### src/rtl/apb_rr_arbiter_if.sv
// Requester channels and APB completer bus shared by the round-robin arbiter.
// "master" is the arbiter's view; "slave" is the requesters' and completer's view.
interface apb_rr_arbiter_if #(
  parameter int NREQ   = 2,
  parameter int ADDR_W = 32,
  parameter int DATA_W = 32
);
  logic [NREQ-1:0]        req_valid;
  logic [NREQ-1:0]        req_write;
  logic [NREQ*ADDR_W-1:0] req_addr;
  logic [NREQ*DATA_W-1:0] req_wdata;
  logic [NREQ-1:0]        req_ready;
  logic [NREQ-1:0]        rsp_valid;
  logic [DATA_W-1:0]      rsp_rdata;
  logic                   rsp_err;
  logic                   psel;
  logic                   penable;
  logic                   pwrite;
  logic [ADDR_W-1:0]      paddr;
  logic [DATA_W-1:0]      pwdata;
  logic [DATA_W-1:0]      prdata;
  logic                   pready;
  logic                   pslverr;

  modport master (
    input  req_valid, req_write, req_addr, req_wdata, prdata, pready, pslverr,
    output req_ready, rsp_valid, rsp_rdata, rsp_err, psel, penable, pwrite, paddr, pwdata
  );

  modport slave (
    output req_valid, req_write, req_addr, req_wdata, prdata, pready, pslverr,
    input  req_ready, rsp_valid, rsp_rdata, rsp_err, psel, penable, pwrite, paddr, pwdata
  );
endinterface

### src/rtl/apb_rr_arbiter.sv
// Round-robin arbiter sharing one APB completer between NREQ requesters,
// with a bounded PREADY timeout that forces an error response.
module apb_rr_arbiter #(
  parameter int NREQ    = 2,
  parameter int ADDR_W  = 32,
  parameter int DATA_W  = 32,
  parameter int TIMEOUT = 16
) (
  input logic              clk,
  input logic              reset,
  apb_rr_arbiter_if.master bus
);
  localparam logic [1:0] S_IDLE   = 2'd0;
  localparam logic [1:0] S_SETUP  = 2'd1;
  localparam logic [1:0] S_ACCESS = 2'd2;
  localparam int GW = $clog2(NREQ);
  localparam int CW = $clog2(TIMEOUT + 1);

  // Flat request buses viewed as per-requester lanes (identical bit layout).
  logic [NREQ-1:0][ADDR_W-1:0] addr_a;
  logic [NREQ-1:0][DATA_W-1:0] wdata_a;
  assign addr_a  = bus.req_addr;
  assign wdata_a = bus.req_wdata;

  logic [1:0]        state_q, state_d;
  logic [GW-1:0]     last_q, last_d;
  logic [CW-1:0]     tmo_q, tmo_d, tmo_inc;
  logic [ADDR_W-1:0] paddr_q, paddr_d;
  logic [DATA_W-1:0] pwdata_q, pwdata_d;
  logic              pwrite_q, pwrite_d;
  logic              psel_q, psel_d;
  logic              penable_q, penable_d;
  logic [NREQ-1:0]   rdy_q, rdy_d;
  logic [NREQ-1:0]   rspv_q, rspv_d;
  logic [DATA_W-1:0] rdata_q, rdata_d;
  logic              err_q, err_d;

  logic              gnt_vld;
  logic [GW-1:0]     gnt_idx;

  // Scan from farthest to nearest after last_q so the nearest pending requester wins.
  always_comb begin
    int idx;
    idx     = 0;
    gnt_vld = 1'b0;
    gnt_idx = '0;
    for (int k = NREQ; k >= 1; k--) begin
      idx = int'(last_q) + k;
      if (idx >= NREQ) idx = idx - NREQ;
      if (bus.req_valid[GW'(idx)]) begin
        gnt_vld = 1'b1;
        gnt_idx = GW'(idx);
      end
    end
  end

  assign tmo_inc = tmo_q + CW'(1);

  always_comb begin
    state_d   = state_q;
    last_d    = last_q;
    tmo_d     = tmo_q;
    paddr_d   = paddr_q;
    pwdata_d  = pwdata_q;
    pwrite_d  = pwrite_q;
    psel_d    = psel_q;
    penable_d = penable_q;
    rdy_d     = '0;
    rspv_d    = '0;
    rdata_d   = rdata_q;
    err_d     = err_q;
    unique case (state_q)
      S_IDLE: begin
        if (gnt_vld) begin
          state_d        = S_SETUP;
          last_d         = gnt_idx;
          paddr_d        = addr_a[gnt_idx];
          pwdata_d       = wdata_a[gnt_idx];
          pwrite_d       = bus.req_write[gnt_idx];
          psel_d         = 1'b1;
          rdy_d[gnt_idx] = 1'b1;
        end
      end
      S_SETUP: begin
        state_d   = S_ACCESS;
        penable_d = 1'b1;
        tmo_d     = '0;
      end
      S_ACCESS: begin
        if (!bus.pready) tmo_d = tmo_inc;
        // A late PREADY on the last allowed cycle still completes normally.
        if (bus.pready || tmo_inc == CW'(TIMEOUT)) begin
          state_d        = S_IDLE;
          psel_d         = 1'b0;
          penable_d      = 1'b0;
          rspv_d[last_q] = 1'b1;
          rdata_d        = (bus.pready && !pwrite_q) ? bus.prdata : '0;
          err_d          = bus.pready ? bus.pslverr : 1'b1;
        end
      end
      default: state_d = S_IDLE;
    endcase
  end

  always_ff @(posedge clk or posedge reset) begin
    if (reset) begin
      state_q   <= S_IDLE;
      last_q    <= GW'(NREQ - 1);
      tmo_q     <= '0;
      paddr_q   <= '0;
      pwdata_q  <= '0;
      pwrite_q  <= 1'b0;
      psel_q    <= 1'b0;
      penable_q <= 1'b0;
      rdy_q     <= '0;
      rspv_q    <= '0;
      rdata_q   <= '0;
      err_q     <= 1'b0;
    end else begin
      state_q   <= state_d;
      last_q    <= last_d;
      tmo_q     <= tmo_d;
      paddr_q   <= paddr_d;
      pwdata_q  <= pwdata_d;
      pwrite_q  <= pwrite_d;
      psel_q    <= psel_d;
      penable_q <= penable_d;
      rdy_q     <= rdy_d;
      rspv_q    <= rspv_d;
      rdata_q   <= rdata_d;
      err_q     <= err_d;
    end
  end

  assign bus.psel      = psel_q;
  assign bus.penable   = penable_q;
  assign bus.pwrite    = pwrite_q;
  assign bus.paddr     = paddr_q;
  assign bus.pwdata    = pwdata_q;
  assign bus.req_ready = rdy_q;
  assign bus.rsp_valid = rspv_q;
  assign bus.rsp_rdata = rdata_q;
  assign bus.rsp_err   = err_q;
endmodule

### src/flat_wrapper.sv
// flat-port wrapper written by rule: the top's interface ports become plain ports
module apb_rr_arbiter_flat 
#(
  parameter int NREQ    = 2,
  parameter int ADDR_W  = 32,
  parameter int DATA_W  = 32,
  parameter int TIMEOUT = 16
)
  (clk, reset, bus_req_valid, bus_req_write, bus_req_addr, bus_req_wdata, bus_prdata, bus_pready, bus_pslverr, bus_req_ready, bus_rsp_valid, bus_rsp_rdata, bus_rsp_err, bus_psel, bus_penable, bus_pwrite, bus_paddr, bus_pwdata);
  apb_rr_arbiter_if #(.NREQ(NREQ), .ADDR_W(ADDR_W), .DATA_W(DATA_W)) bus_i ();
  input logic clk;
  input logic reset;
  input wire logic [$bits(bus_i.req_valid)-1:0] bus_req_valid;
  input wire logic [$bits(bus_i.req_write)-1:0] bus_req_write;
  input wire logic [$bits(bus_i.req_addr)-1:0] bus_req_addr;
  input wire logic [$bits(bus_i.req_wdata)-1:0] bus_req_wdata;
  input wire logic [$bits(bus_i.prdata)-1:0] bus_prdata;
  input wire logic [$bits(bus_i.pready)-1:0] bus_pready;
  input wire logic [$bits(bus_i.pslverr)-1:0] bus_pslverr;
  output wire logic [$bits(bus_i.req_ready)-1:0] bus_req_ready;
  output wire logic [$bits(bus_i.rsp_valid)-1:0] bus_rsp_valid;
  output wire logic [$bits(bus_i.rsp_rdata)-1:0] bus_rsp_rdata;
  output wire logic [$bits(bus_i.rsp_err)-1:0] bus_rsp_err;
  output wire logic [$bits(bus_i.psel)-1:0] bus_psel;
  output wire logic [$bits(bus_i.penable)-1:0] bus_penable;
  output wire logic [$bits(bus_i.pwrite)-1:0] bus_pwrite;
  output wire logic [$bits(bus_i.paddr)-1:0] bus_paddr;
  output wire logic [$bits(bus_i.pwdata)-1:0] bus_pwdata;
  assign bus_i.req_valid = bus_req_valid;
  assign bus_i.req_write = bus_req_write;
  assign bus_i.req_addr = bus_req_addr;
  assign bus_i.req_wdata = bus_req_wdata;
  assign bus_i.prdata = bus_prdata;
  assign bus_i.pready = bus_pready;
  assign bus_i.pslverr = bus_pslverr;
  assign bus_req_ready = bus_i.req_ready;
  assign bus_rsp_valid = bus_i.rsp_valid;
  assign bus_rsp_rdata = bus_i.rsp_rdata;
  assign bus_rsp_err = bus_i.rsp_err;
  assign bus_psel = bus_i.psel;
  assign bus_penable = bus_i.penable;
  assign bus_pwrite = bus_i.pwrite;
  assign bus_paddr = bus_i.paddr;
  assign bus_pwdata = bus_i.pwdata;
  apb_rr_arbiter #(.NREQ(NREQ), .ADDR_W(ADDR_W), .DATA_W(DATA_W), .TIMEOUT(TIMEOUT)) u_core (.clk(clk), .reset(reset), .bus(bus_i));
endmodule
### config.mk
export PLATFORM = sky130hd
export DESIGN_NAME = apb_rr_arbiter_flat
export DESIGN_NICKNAME = d
export VERILOG_FILES = /design/src/rtl/apb_rr_arbiter_if.sv /design/src/rtl/apb_rr_arbiter.sv /design/src/flat_wrapper.sv
export SDC_FILE = /design/constraint.sdc
export NUM_CORES = 1
export LEC_CHECK = 0
export BUFFER_PORTS_ARGS = -buffer_cell sky130_fd_sc_hd__buf_4
export CAP_MARGIN = 10
export CORE_MARGIN = 1.5
export CORE_UTILIZATION = 31
export CTS_CLUSTER_SIZE = 24
export DETAILED_ROUTE_END_ITERATION = 12
export GPL_TIMING_DRIVEN = 0
export PLACE_DENSITY = 0.66
export SETUP_SLACK_MARGIN = 0.2
export SYNTH_ARGS = -nofsm -noshare
export SYNTH_HDL_FRONTEND = slang
export SYNTH_SLANG_ARGS = --single-unit
### constraint.sdc
create_clock -name clk -period 4.5 [get_ports clk]
set_input_delay 0.9 -clock clk [delete_from_list [all_inputs] [get_ports clk]]
set_output_delay 0.9 -clock clk [all_outputs]
set_load 0.05 [all_outputs]
# After elaboration in Yosys (flattened, before gate mapping)
# Index checks and enable logic that the tools add are counted.
# totals
wordCells	80
input_bits	168
regBits	112
# op_classes
n_reduce_logical	14
addsub	5
n_eq_ne	6
magnitude_cmp	8
mux	35
# ops
cell	count
two-way mux 32 bit	5
two-way mux 1 bit	17
two-way mux 2 bit	6
case mux 5 bit (2 select lines)	1
AND reduction 2 bit	5
< comparator 1 x 3 -> 1 bit (second input constant)	2
case mux 2 bit (3 select lines)	1
adder 5 x 1 -> 5 bit (second input constant)	1
== test 5 bit (second input constant)	1
two-way mux 5 bit	1
< comparator 1 x 2 -> 1 bit (second input constant)	2
!= test 2 x 1 -> 1 bit (second input constant)	2
case mux 1 bit (2 select lines)	2
nonzero test 2 bit	2
adder 1 x 2 -> 3 bit (second input constant)	1
>= comparator 3 x 2 -> 1 bit (second input constant)	1
logical AND 1 bit	3
AND reduction 3 bit	1
adder 1 x 1 -> 2 bit (second input constant)	1
demux 1 bit (select 1 bit)	2
== test 2 x 1 -> 1 bit (second input constant)	1
== test 2 bit (second input constant)	1
>= comparator 1 bit (second input constant)	2
>= comparator 2 bit (second input constant)	1
other kinds (5)	6

# Logic depth before layout (Yosys ltp)
# Gate-level depths: netlist of the first run.
# depth
ltp_word	14
mapped_depth	6
ltp_nobuf	5

# Least setup slack after synthesis of the first run
# OpenSTA, ideal clock, no wires.
# synth_timing
kind	input -> register
from	in bus_pready
to	reg u_core.tmo_q[3]
t_required_ns	4.378
t_arrival_ns	1.801
setup_slack_ns	2.577
path_stages	3
setup_time_ns	0.122
path_cell_list	buf_2 or4b_1 a32o_1
# synth_between
elab_chain_len	2
# synth_rtl
item	line_no	source
from (decl)	flat_wrapper.sv:18	input wire logic [$bits(bus_i.pready)-1:0] bus_pready;
!= test 2 bit (no line)	n/a	
AND reduction 2 bit (no line)	n/a	
to (signal assigned)	apb_rr_arbiter.sv:122	tmo_q <= tmo_d;
to (decl)	apb_rr_arbiter.sv:27	logic [CW-1:0] tmo_q, tmo_d, tmo_inc;
# Every way passes these cells.
# A chain may end at the register's enable or synchronous reset.

# Final worst setup path of the first run
# layout_timing
from	reg u_core.pwrite_q, in the netlist u_core.bus.pwrite
to	out bus_pwrite
# layout_lines
item	line_no	source
from (decl)	apb_rr_arbiter.sv:30	logic pwrite_q, pwrite_d;
from (signal assigned)	apb_rr_arbiter.sv:125	pwrite_q <= pwrite_d;
to (decl)	flat_wrapper.sv:26	output wire logic [$bits(bus_i.pwrite)-1:0] bus_pwrite;
# No word-level cell between the ends.

==> metrics.txt, run 1 <==
top cells by count, synth dfrtp_1, a21oi_1, nor2_1; slowest cell delay on critical path 0.42 ns; Area contributors post-synth dfrtp_1, mux2i_1, a21oi_1; worst r2r dst u_core.bus.paddr[5]; Placer Congestion 0.796; Max Slew Vio Count 0; synthesized area 0.00497 mm^2; YS warnings 0; Crit Path Category flip-flop to output port; Async S/R FF share, synth 100%; Worst EP required 3.60 ns; Internal 0.00307 W; Rows 46; DP Wirelength 11800 um; via count of the first global-routing pass 4352; Ant. Diodes 0; Fill cells 1506; routed len/inst 16.6 um; part of the power in registers 28.7%; worst rel slew slack 54.9%; Max Fanout on Critical Path 3; grt total ovfl 0; P&R area growth vs syn 53.1%; Placed Area 0.00729 mm^2; Critical Path Source Type flip-flop; # setup viols final 0; Final ANT Viol Nets 0; cell depth of the worst setup path 1; Die Area 0.0168 mm^2; clk buf depth 2; H-tree depth 3; Synth cell types 40; Fmax achieved 0.524 GHz; Clock Latency Late Sink 0.35 ns; Finished Layout Cells 932; Post-synth EDFFs 0; Yosys top cell by area dfrtp_1; initial antenna violation count 0; Setup Skew 0.00793 ns; chip height 130 um; die width 130 um; Buffers on Ports 269; top_reg_cell synth dfrtp_1; buffer and inverter count on the worst path 1; family with the most delay on the worst path flip-flops; cts repair resizes 0; CTS tree built; min cycle time layout 1.91 ns; Critical Path Sink bus_pwrite; core box area 0.0158 mm^2; Reg2Reg Launch Point u_core.state_q[1]; Final Hold Vio Count 0; top-level I/O count 272; worst endpoint data arrival time 1.01 ns; layout cells sized above 1 48.9%; Clock Power Share 13.8%; Placed Cells 916; Comb power frac 57.5%; Synth Instances 430; Seq/Total Area, Yosys 56.5%; 1st-iter DRT viols 128; NetSw 0.00306 W; Max-Cap Viols 0; Via density 4.79; RSZ-0062 raised after global routing no; clock root buffer clkbuf_16; Sw Share 49.9%; Syn Nets 599; Reg clk slew, reported paths 0.07 ns; drt pass-1 iters 4; setup repair bufs after CTS 0; worst min path class flip-flop to flip-flop; Max IR drop VDD 429 uV; outcome completed; FF-to-FF path depth 5; drt drc 0; cell chain of the critical path buf_4; Setup crit end kind output port; clock sinks 112; PwrDens 807 mW/mm^2; flops & latches, synth 112; first-pass GRT wire length 22800 um; post-synthesis area per instance 11.5 um^2; slowest cell on the critical path dfrtp_1; CP startpoint u_core.bus.pwrite; design area 0.00760 mm^2; Initial Util 31.5%; via count 4465; total CTS buffers 9; most frequent cell after synthesis dfrtp_1; top cell type's share of synthesized area 55.9%; Hold WS 0.525 ns; Reg2Reg Setup Slack 2.68 ns; Worst Tran Pin Value 0.676 ns; largest net degree at the start of global routing 61; Post-CTS Hold Buffers 0; Final Cycle Share 42.4%; Total Nets Final 880; Tot GR Track Use 17.8%; Post-Route WL 15500 um; total leakage power 4.02 nW
==> registers in the layout, indices dropped and copies added (netlist names) <==
name	count
u_core.bus.rsp_rdata	32
u_core.bus.penable	1
u_core.last_q	1
u_core.bus.pwdata	32
u_core.bus.rsp_valid	2
u_core.bus.paddr	32
u_core.bus.req_ready	2
u_core.tmo_q	5
u_core.bus.pwrite	1
u_core.bus.psel	1
u_core.state_q	2
u_core.bus.rsp_err	1
==> worst reg2reg max path: cells and delay by family, from the launching register on <==
kind | cells | cell delay [ns]
buffers and inverters | 3 | 0.86
flip-flops | 1 | 0.48
AND/OR/NAND/NOR | 1 | 0.18
AO/OA/AOI/OAI | 1 | 0.16
==> power groups by stage <==
stage | Clock [W] | Sequential [W] | Combinational, W
after floorplan | 0 | 0.00327 | 0.000874
after global placement | 0 | 0.00176 | 0.00351
after detailed placement | 0 | 0.00177 | 0.00356
after CTS | 0.000880 | 0.00176 | 0.00356
after global routing | 0.000920 | 0.00181 | 0.00369
final | 0.000848 | 0.00176 | 0.00353
==> cells by family after synthesis <==
group | synth area share (%)
adders and majority gates | 0.252
AOI/OAI and AO/OA | 15.9
buffers and inverters | 4.76
xor gates and xnor gates | 0.176
muxes | 13.6
and+or+nand+nor | 8.89
DFF | 56.5
==> cell type report <==
class	count	area, um^2	share of cell area [%]
Multi-Input combinational cell	279	1930	25.3
Buffer	35	221	2.91
Sequential cell	112	2800	36.9
Timing Repair Buffer	270	2050	26.9
Inverter	4	17.5	0.230
Tap cell	216	270	3.55
Clock inverter	5	63.8	0.839
Clock buffer	11	253	3.32
==> worst min path at each step <==
stage	from	endpoint	slack, ns	cells past startpoint
final	u_core.bus.rsp_rdata[10]	u_core.bus.rsp_rdata[10]	0.52	1
after global routing	u_core.bus.rsp_rdata[24]	u_core.bus.rsp_rdata[24]	0.54	1
after CTS	u_core.bus.rsp_rdata[17]	u_core.bus.rsp_rdata[17]	0.53	1
after detailed placement	u_core.bus.rsp_rdata[24]	u_core.bus.rsp_rdata[24]	0.51	1
after global placement	u_core.bus.rsp_rdata[4]	u_core.bus.rsp_rdata[4]	0.50	1
after floorplan	u_core.last_q	u_core.bus.req_ready[1]	0.50	1
==> cell usage in the layout, fill, tap and decap left out, types with 2 or more instances in the layout <==
| cell type | synthesis | final |
|---|---|---|
| or4b_1 | 2 | 2 |
| buf_2 | 15 | 15 |
| clkbuf_16 | 0 | 9 |
| clkbuf_8 | 0 | 2 |
| nand4_1 | 2 | 2 |
| nand2b_1 | 3 | 3 |
| o21ai_0 | 4 | 4 |
| inv_2 | 2 | 2 |
| nor2_1 | 69 | 69 |
| a21oi_1 | 71 | 71 |
| mux2i_1 | 65 | 65 |
| buf_4 | 6 | 275 |
| clkbuf_4 | 3 | 3 |
| dfrtp_1 | 111 | 111 |
| nor2b_1 | 2 | 2 |
| nand2_1 | 6 | 6 |
| nand2_2 | 2 | 2 |
| and3_1 | 2 | 2 |
| a32o_1 | 10 | 10 |
| clkinv_4 | 0 | 2 |
| clkbuf_1 | 5 | 5 |
| a32o_2 | 24 | 24 |
| buf_6 | 5 | 5 |
==> layer usage <==
| metal | track usage [%] | routed length [um] |
|---|---|---|
| met2 | 31.2 | 7720 |
| met5 | 0 | 0 |
| met1 | 20.3 | 6200 |
| met3 | 5.20 | 1330 |
| met4 | 6.80 | 230 |
==> through the flow <==
stage	util (%)	total power (W)	worst slack, ns	setup TNS (ns)
floorplan	-	0.00415	0.643	0
global placement	46.0	0.00527	-0.675	-73.92
detailed placement	46.2	0.00533	2.34	0
CTS	48.2	0.00620	2.56	0
global route	48.2	0.00642	2.54	0
finish	48.2	0.00613	2.59	0
Note: power is estimated with default switching activity, not from simulation.
==> inputs of run 2 (changes only) <==
Settings changed: PLACE_DENSITY 0.66 to 0.68.
Clock period 4.5 ns to 1.71 ns, I/O delays scaled along.
==> run 2 against run 1 <==
Via count up 0.69%. Design area up 3.2%. Utilization up 1.6 points. Global-route usage down 0.40 points. Register-to-register slack worse by 2.5 ns. Sequential share of layout area down 1.1 points. Critical endpoint is now u_core.bus.rsp_rdata[6]. Highest routed layer unchanged.
==> metrics.txt, run 2 (synthesis gave the netlist of run 1 again) <==
top-level I/O count 272; min cycle time layout 1.57 ns; setup ws final 0.136 ns; grt total ovfl 0; Setup Skew 0.00876 ns; DP Wirelength 11600 um; via count 4496; Worst Tran Pin Value 0.884 ns; clk buf depth 2; die width 130 um; total leakage power 4.10 nW; P&R area growth vs syn 58.0%; total CTS buffers 9; Initial Util 31.5%; leading cell types in the layout, fill and taps excluded buf_4, dfrtp_1, a21oi_1; worst endpoint data arrival time 1.80 ns; worst rel slew slack 40.9%; Rows 46; first-pass GRT wire length 22500 um; Clock Latency Late Sink 0.35 ns; # setup viols final 0; dpl ws -0.0682 ns; outcome completed; H-tree depth 3; Critical Path Source Type flip-flop; family with the most delay on the worst path flip-flops; 1st-iter DRT viols 123; Max Fanout on Critical Path 10; Final Cycle Share 92.1%; PwrDens 2090 mW/mm^2; Setup crit end kind flip-flop; Total Nets Final 892; buffer and inverter count on the worst path 1; Max Slew Vio Count 0; layout cells sized above 1 51.8%; Via density 4.76; global routing usage on met3 5.00%; Reg2Reg Launch Point u_core.tmo_q[1]; commonest non-fill, non-tap cell in the layout buf_4; Ant. Diodes 0; Buffers on Ports 269; Max IR drop VDD 1220 uV; worst r2r dst u_core.bus.rsp_rdata[6]; drt drc 0; setup TNS 0 ns; routed len/inst 16.1 um; FF-to-FF path depth 5; slowest cell on the critical path dfrtp_1; met1 Use GR 20.0%; Post-Route WL 15200 um; worst min path class input pin to async pin; largest net degree at the start of global routing 43; Final Hold Vio Count 0; drt pass-1 iters 8; clock root buffer clkbuf_16; M2 GR Usage 30.6%; Max-Cap Viols 0; Worst EP required 1.94 ns; Final ANT Viol Nets 0; CTS tree built; Tot GR Track Use 17.4%; slowest cell delay on critical path 0.42 ns; Reg clk slew, reported paths 0.07 ns; via count of the first global-routing pass 4467; grt peak-use layer met2; chip height 130 um; core box area 0.0158 mm^2; Reg2Reg Setup Slack 0.14 ns; RSZ-0062 raised after global routing yes; cell chain of the critical path nand2_2 -> mux2i_4 -> nand4_4 -> buf_6 -> a32o_1; Crit Path Category flip-flop to flip-flop; Fmax achieved 0.635 GHz; Die Area 0.0168 mm^2; clock sinks 112; Post-CTS Hold Buffers 0; Placer Congestion 0.776; initial antenna violation count 0
==> run 2: how the worst max path moves through the flow <==
stage / from / cells past startpoint / end
CTS: u_core.tmo_q[1] / 5 / u_core.bus.rsp_rdata[6]
detailed placement: u_core.last_q / 5 / u_core.bus.paddr[20]
finish: u_core.tmo_q[1] / 5 / u_core.bus.rsp_rdata[6]
global route: u_core.tmo_q[1] / 5 / u_core.bus.rsp_rdata[21]
floorplan: reset / 1 / u_core.bus.paddr[0]
global placement: reset / 2 / u_core.bus.paddr[10]
==> run 2: final cells by class <==
type                       count  area [um^2]
timing repair buffer         282         2150
buffer                        35          334
multi-input combinational    279         1970
sequential                   112         2810
tap                          216          270
fill                        1508         7920
clock inverter                 6         67.6
clock buffer                  10          239
inverter                       4         18.8
==> run 2: per-stage QoR <==
| stage | hold slack (ns) | cells | total power (W) | utilization [%] | cell area [um^2] |
|---|---|---|---|---|---|
| finish | 0.168 | 944 | 0.0164 | 49.8 | 7850 |
| global route | 0.193 | 944 | 0.0172 | 49.8 | 7850 |
| CTS | 0.188 | 940 | 0.0164 | 49.2 | 7750 |
| detailed placement | 0.511 | 917 | 0.0140 | 46.3 | 7300 |
| global placement | 0.504 | 915 | 0.0138 | 46.0 | 7260 |
| floorplan | 0.475 | 430 | 0.0109 | - | 4970 |
==> run 2: report_power, final <==
group,leakage (nW),internal [W],switching [W]
clock network,0.145,0.00118,0.000984
registers,1.33,0.00387,0.000736
logic,2.63,0.00326,0.00635
==> run 2: repair_timing <==
item                       4_1_cts  5_1_grt
setup buffers                    7        4
pin swaps                        0        1
setup endpoints to repair      100       93
resized for setup               28       20
==> run 2: routing by layer <==
| metal | routed length [um] | vias to the layer above |
|---|---|---|
| met5 | 0 | - |
| met4 | 327 | 0 |
| met3 | 1240 | 20 |
| met2 | 7540 | 206 |
| met1 | 6050 | 2135 |
| li1 | - | 2135 |
